==> src/rtl/lsu_ctrl_pkg.sv <==
// Shared definitions for the load/store unit: data-memory op codes, FSM states,
// exception kinds and the op normalisation helper.
package lsu_ctrl_pkg;

    typedef enum logic [2:0] {
        DM_W  = 3'd0,
        DM_H  = 3'd1,
        DM_HU = 3'd2,
        DM_B  = 3'd3,
        DM_BU = 3'd4
    } dm_op_e;

    typedef enum logic [1:0] {
        ST_IDLE  = 2'd0,
        ST_BUSY  = 2'd1,
        ST_DONE  = 2'd2,
        ST_FAULT = 2'd3
    } lsu_state_e;

    typedef enum logic [1:0] {
        EXC_NONE = 2'd0,
        EXC_ADEL = 2'd1,
        EXC_ADES = 2'd2,
        EXC_BUS  = 2'd3
    } exc_e;

    // Unused op encodings behave as a full-word access.
    function automatic dm_op_e norm_op(input logic [2:0] op);
        dm_op_e v;
        case (op)
            3'd1:    v = DM_H;
            3'd2:    v = DM_HU;
            3'd3:    v = DM_B;
            3'd4:    v = DM_BU;
            default: v = DM_W;
        endcase
        return v;
    endfunction

endpackage

==> src/rtl/lsu_ctrl_align.sv <==
// Combinational lane logic: byte enables, store-data replication, misalignment
// detection and sign/zero extension of the selected load lane.
module lsu_ctrl_align
    import lsu_ctrl_pkg::*;
(
    input  logic [2:0]  i_op,
    input  logic [1:0]  i_off,
    input  logic [31:0] i_wdata,
    input  logic [31:0] i_rdata,
    output logic [3:0]  o_be,
    output logic [31:0] o_wdata,
    output logic        o_misalign,
    output logic [31:0] o_rdata
);

    dm_op_e      w_op;
    logic [7:0]  w_byte;
    logic [15:0] w_half;

    // Lane selection and extension per access size
    always_comb begin
        w_op       = norm_op(i_op);
        w_byte     = i_rdata[{i_off, 3'b000} +: 8];
        w_half     = i_off[1] ? i_rdata[31:16] : i_rdata[15:0];
        o_be       = 4'b1111;
        o_wdata    = i_wdata;
        o_misalign = 1'b0;
        o_rdata    = i_rdata;
        case (w_op)
            DM_B, DM_BU: begin
                o_be    = 4'b0001 << i_off;
                o_wdata = {4{i_wdata[7:0]}};
                o_rdata = (w_op == DM_B) ? {{24{w_byte[7]}}, w_byte} : {24'h000000, w_byte};
            end
            DM_H, DM_HU: begin
                o_be       = i_off[1] ? 4'b1100 : 4'b0011;
                o_wdata    = {2{i_wdata[15:0]}};
                o_misalign = i_off[0];
                o_rdata    = (w_op == DM_H) ? {{16{w_half[15]}}, w_half} : {16'h0000, w_half};
            end
            default: begin
                o_be       = 4'b1111;
                o_wdata    = i_wdata;
                o_misalign = |i_off;
                o_rdata    = i_rdata;
            end
        endcase
    end

endmodule

==> src/rtl/lsu_ctrl.sv <==
// Load/store unit between the CPU memory stage and a word-wide data memory:
// accepts one access, issues a held word request, returns extended data or an exception.
module lsu_ctrl
    import lsu_ctrl_pkg::*;
#(
    parameter int unsigned TIMEOUT = 32'd16
)
(
    input  logic        clk,
    input  logic        reset,
    input  logic        req_valid,
    output logic        req_ready,
    input  logic        req_we,
    input  logic [2:0]  req_op,
    input  logic [31:0] req_addr,
    input  logic [31:0] req_wdata,
    input  logic [31:0] req_pc,
    output logic        stall,
    output logic        resp_valid,
    output logic [31:0] resp_rdata,
    output logic        exc_adel,
    output logic        exc_ades,
    output logic        exc_bus,
    output logic [31:0] exc_pc,
    output logic        mem_req,
    output logic        mem_we,
    output logic [31:0] mem_addr,
    output logic [3:0]  mem_be,
    output logic [31:0] mem_wdata,
    input  logic        mem_ack,
    input  logic [31:0] mem_rdata
);

    localparam int unsigned CW = $clog2(TIMEOUT);

    lsu_state_e  r_state;
    lsu_state_e  w_state_nxt;
    logic [2:0]  r_op;
    logic        r_we;
    logic [1:0]  r_off;
    logic [31:0] r_pc;
    logic [CW-1:0] r_cnt;

    logic        w_accept;
    logic        w_done;
    exc_e        w_exc;
    logic [2:0]  w_op_sel;
    logic [1:0]  w_off_sel;
    logic [3:0]  w_be;
    logic [31:0] w_wdata_rep;
    logic        w_misalign;
    logic [31:0] w_rdata_ext;

    // In IDLE the lane logic looks at the incoming request, afterwards at the latched one.
    assign w_op_sel  = (r_state == ST_IDLE) ? req_op : r_op;
    assign w_off_sel = (r_state == ST_IDLE) ? req_addr[1:0] : r_off;
    assign req_ready = (r_state == ST_IDLE);
    assign stall     = ~req_ready | req_valid;

    lsu_ctrl_align u_align (
        .i_op       (w_op_sel),
        .i_off      (w_off_sel),
        .i_wdata    (req_wdata),
        .i_rdata    (mem_rdata),
        .o_be       (w_be),
        .o_wdata    (w_wdata_rep),
        .o_misalign (w_misalign),
        .o_rdata    (w_rdata_ext)
    );

    // Next-state and transaction events
    always_comb begin
        w_state_nxt = r_state;
        w_accept    = 1'b0;
        w_done      = 1'b0;
        w_exc       = EXC_NONE;
        case (r_state)
            ST_IDLE: begin
                if (req_valid) begin
                    w_accept = 1'b1;
                    if (w_misalign) begin
                        w_state_nxt = ST_FAULT;
                        w_exc       = req_we ? EXC_ADES : EXC_ADEL;
                    end else begin
                        w_state_nxt = ST_BUSY;
                    end
                end else begin
                    w_state_nxt = ST_IDLE;
                end
            end
            ST_BUSY: begin
                // An ack in the final allowed cycle still completes normally.
                if (mem_ack) begin
                    w_state_nxt = ST_DONE;
                    w_done      = 1'b1;
                end else if (r_cnt == CW'(TIMEOUT - 32'd1)) begin
                    w_state_nxt = ST_FAULT;
                    w_exc       = EXC_BUS;
                end else begin
                    w_state_nxt = ST_BUSY;
                end
            end
            ST_DONE:  w_state_nxt = ST_IDLE;
            ST_FAULT: w_state_nxt = ST_IDLE;
            default:  w_state_nxt = ST_IDLE;
        endcase
    end

    // State register
    always_ff @(posedge clk) begin
        if (reset) begin
            r_state <= ST_IDLE;
        end else begin
            r_state <= w_state_nxt;
        end
    end

    // Request latches, memory interface, response and exception registers
    always_ff @(posedge clk) begin
        if (reset) begin
            r_op       <= 3'd0;
            r_we       <= 1'b0;
            r_off      <= 2'd0;
            r_pc       <= 32'h0;
            r_cnt      <= '0;
            mem_req    <= 1'b0;
            mem_we     <= 1'b0;
            mem_addr   <= 32'h0;
            mem_be     <= 4'h0;
            mem_wdata  <= 32'h0;
            resp_valid <= 1'b0;
            resp_rdata <= 32'h0;
            exc_adel   <= 1'b0;
            exc_ades   <= 1'b0;
            exc_bus    <= 1'b0;
            exc_pc     <= 32'h0;
        end else begin
            resp_valid <= 1'b0;
            exc_adel   <= (w_exc == EXC_ADEL);
            exc_ades   <= (w_exc == EXC_ADES);
            exc_bus    <= (w_exc == EXC_BUS);
            if (w_exc != EXC_NONE) begin
                exc_pc <= (r_state == ST_IDLE) ? req_pc : r_pc;
            end
            if (w_accept) begin
                r_op  <= req_op;
                r_we  <= req_we;
                r_off <= req_addr[1:0];
                r_pc  <= req_pc;
                r_cnt <= '0;
                if (!w_misalign) begin
                    mem_req   <= 1'b1;
                    mem_we    <= req_we;
                    mem_addr  <= {req_addr[31:2], 2'b00};
                    mem_be    <= w_be;
                    mem_wdata <= w_wdata_rep;
                end
            end
            if (r_state == ST_BUSY) begin
                if (w_done || (w_exc == EXC_BUS)) begin
                    mem_req <= 1'b0;
                    mem_we  <= 1'b0;
                    mem_be  <= 4'h0;
                end else begin
                    r_cnt <= r_cnt + CW'(1);
                end
                if (w_done) begin
                    resp_valid <= 1'b1;
                    resp_rdata <= r_we ? 32'h0 : w_rdata_ext;
                end
            end
        end
    end

endmodule

==> config.mk <==
export PLATFORM = sky130hd
export DESIGN_NAME = lsu_ctrl
export DESIGN_NICKNAME = d
export VERILOG_FILES = /design/src/rtl/lsu_ctrl_pkg.sv /design/src/rtl/lsu_ctrl_align.sv /design/src/rtl/lsu_ctrl.sv
export SDC_FILE = /design/constraint.sdc
export NUM_CORES = 1
export LEC_CHECK = 0
export BUFFER_PORTS_ARGS = -buffer_cell sky130_fd_sc_hd__buf_4
export CAP_MARGIN = 20
export CORE_MARGIN = 4
export CORE_UTILIZATION = 50
export DETAILED_ROUTE_END_ITERATION = 6
export HOLD_SLACK_MARGIN = 0.02
export PLACE_DENSITY = 0.8
export SETUP_SLACK_MARGIN = 0.4
export SLEW_MARGIN = 0
export SYNTH_ARGS = -nofsm -noshare
export SYNTH_HDL_FRONTEND = slang
export SYNTH_SLANG_ARGS = --single-unit
==> constraint.sdc <==
create_clock -name clk -period 2.8 [get_ports clk]
set_input_delay 0.14 -clock clk [delete_from_list [all_inputs] [get_ports clk]]
set_output_delay 0.14 -clock clk [all_outputs]
set_load 0.05 [all_outputs]
==> impl_results.md <==
- Status: finished, final reports clean
- Placed Area: 9740 um2
- GR Overflow Total: 0
- Row cnt: 44
- Final Hold Viols: 0
- Most used DFF post-synth: dfxtp_1
- Die area: roughly 17000 um2
- Seq/Total Area, Yosys: 47.2%
- Hold crit path type: input pin to register
- Crit Path Max Fanout: 14
- Worst r2r src: r_state[1]
- Synthesis-stage register bit count: 180
- Total number of vias: around 8500
- Global Route Usage Sum: between 30% and 40%
- Post-Synthesis Cells: between 900 and 1000
- Post-Layout Cell Count: ~1500
- Die height: between 100 and 150 um
- Unrepaired setup endpoints after global routing: no
- Initial DRC Count: 898
- Critical Path RT: 3.06 ns
- Slowest stage delay, CP: approximately 0.5 ns
- Critical Path Start Type: register
- Fmax: approximately 420 MHz
- Crit path kind: register to register
- Clock sink total: 180
- Root Buffer: clkbuf_16
- Slowest-stage cell, CP: or4_4
- Fraction of registers with async set/reset: 0%
- Final instance area: approximately 12000 um2
- Num CTS Buffers: 17
- Ratio of cells with drive above 1 in the final layout: between 20% and 30%
- Layout Nets: between 1000 and 1500
- Yosys cell types: 57
- Synth warn: 0
- CTS tree: built
- Drt wl/cell: approximately 19 um
- Post-Syn Area: 7630 um2
- Max cap viols: 0
- Via/cell ratio: slightly below 6
- Power Total: roughly 8.3 mW
- Largest net degree at the start of global routing: slightly above 100
- Relative slew slack: approximately 30%
- Number of synthesized flops with an enable pin: 0
- Final setup violation count: 0
- Port Buffers: 273
- PD cells: approximately 700 nW/um2
- Initial antenna violation count: 2
- H-tree levels: 4
- Crit path from: r_state[1]
- DR pass1 iterations: 5
- CTS Buffer Depth: 2
- Final core utilization: 79.8%
- Post-synthesis area per instance: 8.29 um2
- Number of global-route vias before repair: between 8000 and 9000
- Hold Crit Start: mem_rdata[28]
- Total negative slack: 0 ns
- Arrival @ worst endpoint: between 2 and 3 ns
- Ports: around 280
- Synthesis-to-finish area growth: 54.3%
- Worst vdd ir: approximately 0.0005 V
- Die Width: 132 um
- Drt total wl: ~28000 um
- Filler cells: about 940
- Post-DP HPWL: roughly 16000 um
- Placed cells: roughly 1300
- Routed Antenna Nets: 0
- Clock latency on the worst-skew pair: roughly 0.43 ns
- Post-layout min period: roughly 2.4 ns
- CP Cell Sequence: or4_4 -> o31a_4 -> or3_4 -> a31o_4 -> buf_12 -> a221oi_1 -> a211oi_1
- Slew Viols, Final: 0
- Clk pin slew, worst setup/hold paths: approximately 0.070 ns
- # DRC: 0
- Routability congestion estimate: a little under 0.9
- Crit. End Element: register
- Core Footprint: around 15000 um2
- First-pass GRT wire length: around 43000 um
- Measured slew at the worst slew-check pin: between 1 and 1.5 ns
- Starting density of the core: 51.7%
- Tcrit/Tclk final: between 80% and 90%
- Final Skew: 0.0122 ns
- Lkg Pwr: 4.95 nW
[layout by cell type (no fill, tap or decap), types with 20 or more instances in the layout]
master / n
inv_1: 34
buf_4: 295
nor2b_1: 32
dlygate4sd3_1: 107
o21ai_0: 28
a21oi_1: 83
nand2_1: 207
nor2_1: 58
dfxtp_1: 178
a221oi_2: 20
a211oi_1: 49
[final cells by class]
| cell class | count | area, um2 | share of cell area [%] |
|---|---|---|---|
| Antenna cell | 2 | 5.00 | 0.0425 |
| Clock buffer | 21 | 470 | 4.00 |
| Clock inverter | 11 | 101 | 0.861 |
| Inverter | 34 | 128 | 1.08 |
| Multi-Input combinational cell | 631 | 3790 | 32.2 |
| Sequential cell | 180 | 3610 | 30.7 |
| Tap cell | 184 | 230 | 1.96 |
| Timing Repair Buffer | 409 | 3440 | 29.2 |
[where the power goes]
group | total, mW | internal, mW | switching [mW]
clock network | 2.33 | 1.30 | 1.03
registers | 3.02 | 2.84 | 0.180
logic | 2.97 | 1.05 | 1.93
[repair_timing]
action,CTS,global route
pin swaps,2,3
endpoints found under the hold margin,110,0
hold buffers,107,0
setup buffers,2,5
gates resized for setup,20,26
gates cloned,3,2
setup endpoints to repair,127,118
[synth_stat cells (2+ instances only)]
master	count	share of area (%)
a211o_1	7	0.80
a211oi_1	49	4.8
a21o_1	2	0.20
a21oi_1	83	5.4
a221oi_1	33	3.8
a222oi_1	8	1.0
a22o_1	14	1.6
a311oi_1	10	1.1
a31o_2	2	0.23
a31oi_1	10	0.82
and2_0	2	0.16
and2_1	2	0.16
buf_1	2	0.098
buf_2	10	0.66
buf_4	2	0.20
buf_6	6	0.89
clkbuf_1	58	2.9
dfxtp_1	180	47
inv_1	34	1.7
mux2_2	3	0.44
mux2i_1	11	1.4
nand2_1	207	10
nand3_1	8	0.52
nand3b_1	2	0.20
nand4_1	4	0.33
nor2_1	58	2.9
nor2b_1	33	2.7
nor3_1	8	0.52
nor3b_1	3	0.30
nor4b_1	2	0.23
o211ai_1	7	0.69
o21ai_0	28	1.8
o31ai_1	2	0.20
or3_1	3	0.25
xnor2_1	4	0.46
xor2_1	2	0.23
[sequential cells by signal, indices dropped and copies added (netlist names)]
signal / flops
r_state: 2
r_op: 3
exc_pc: 32
mem_wdata: 32
r_off: 2
resp_valid: 1
mem_we: 1
r_we: 1
exc_adel: 1
mem_req: 1
exc_ades: 1
exc_bus: 1
mem_be: 4
r_pc: 32
r_cnt: 4
mem_addr: 30
resp_rdata: 32
[critical path: cells and delay by family (launching register included)]
kind / cells / cell delay (ns)
AND/OR/NAND/NOR: 2 / 0.85
AO/OA/AOI/OAI: 4 / 0.79
flip-flops: 1 / 0.38
buffers and inverters: 1 / 0.17
[worst paths after layout]
check                         to  slack (ns)  depth (start not counted)
hold reg to reg         r_pc[23]        0.45                          2
hold / removal    resp_rdata[28]        0.03                          3
setup / recovery       exc_pc[4]        0.44                          7
setup reg to reg       exc_pc[4]        0.44                          7
[stage by stage]
step | setup slack [ns] | hold slack, ns
5_1_grt | 0.341 | 0.0245
6_report | 0.440 | 0.0263
2_1_floorplan | 0.422 | 0.217
3_5_place_dp | 0.131 | 0.359
3_3_place_gp | 0.220 | 0.354
4_1_cts | 0.393 | 0.0208
[kinds of logic after synthesis]
kind of cell / synth area share (%)
AO/OA/AOI/OAI: 23.7
buffers and inverters: 6.36
multiplexers: 2.18
AND/OR/NAND/NOR: 19.6
XOR/XNOR: 0.689
flip-flops: 47.2
other: 0.0491
adder cells (fa/ha/maj): 0.164
[layer usage]
layer / vias to the layer above / wire length [um] / track usage [%]
met3: 92 / 2610 / 8.14
met4: 0 / 890 / 11.1
li1: 3941 / - / -
met1: 4023 / 10600 / 37.2
met2: 484 / 14100 / 50.1
met5: - / 0 / 0
No activity file was read; power rests on OpenSTA's default activity.
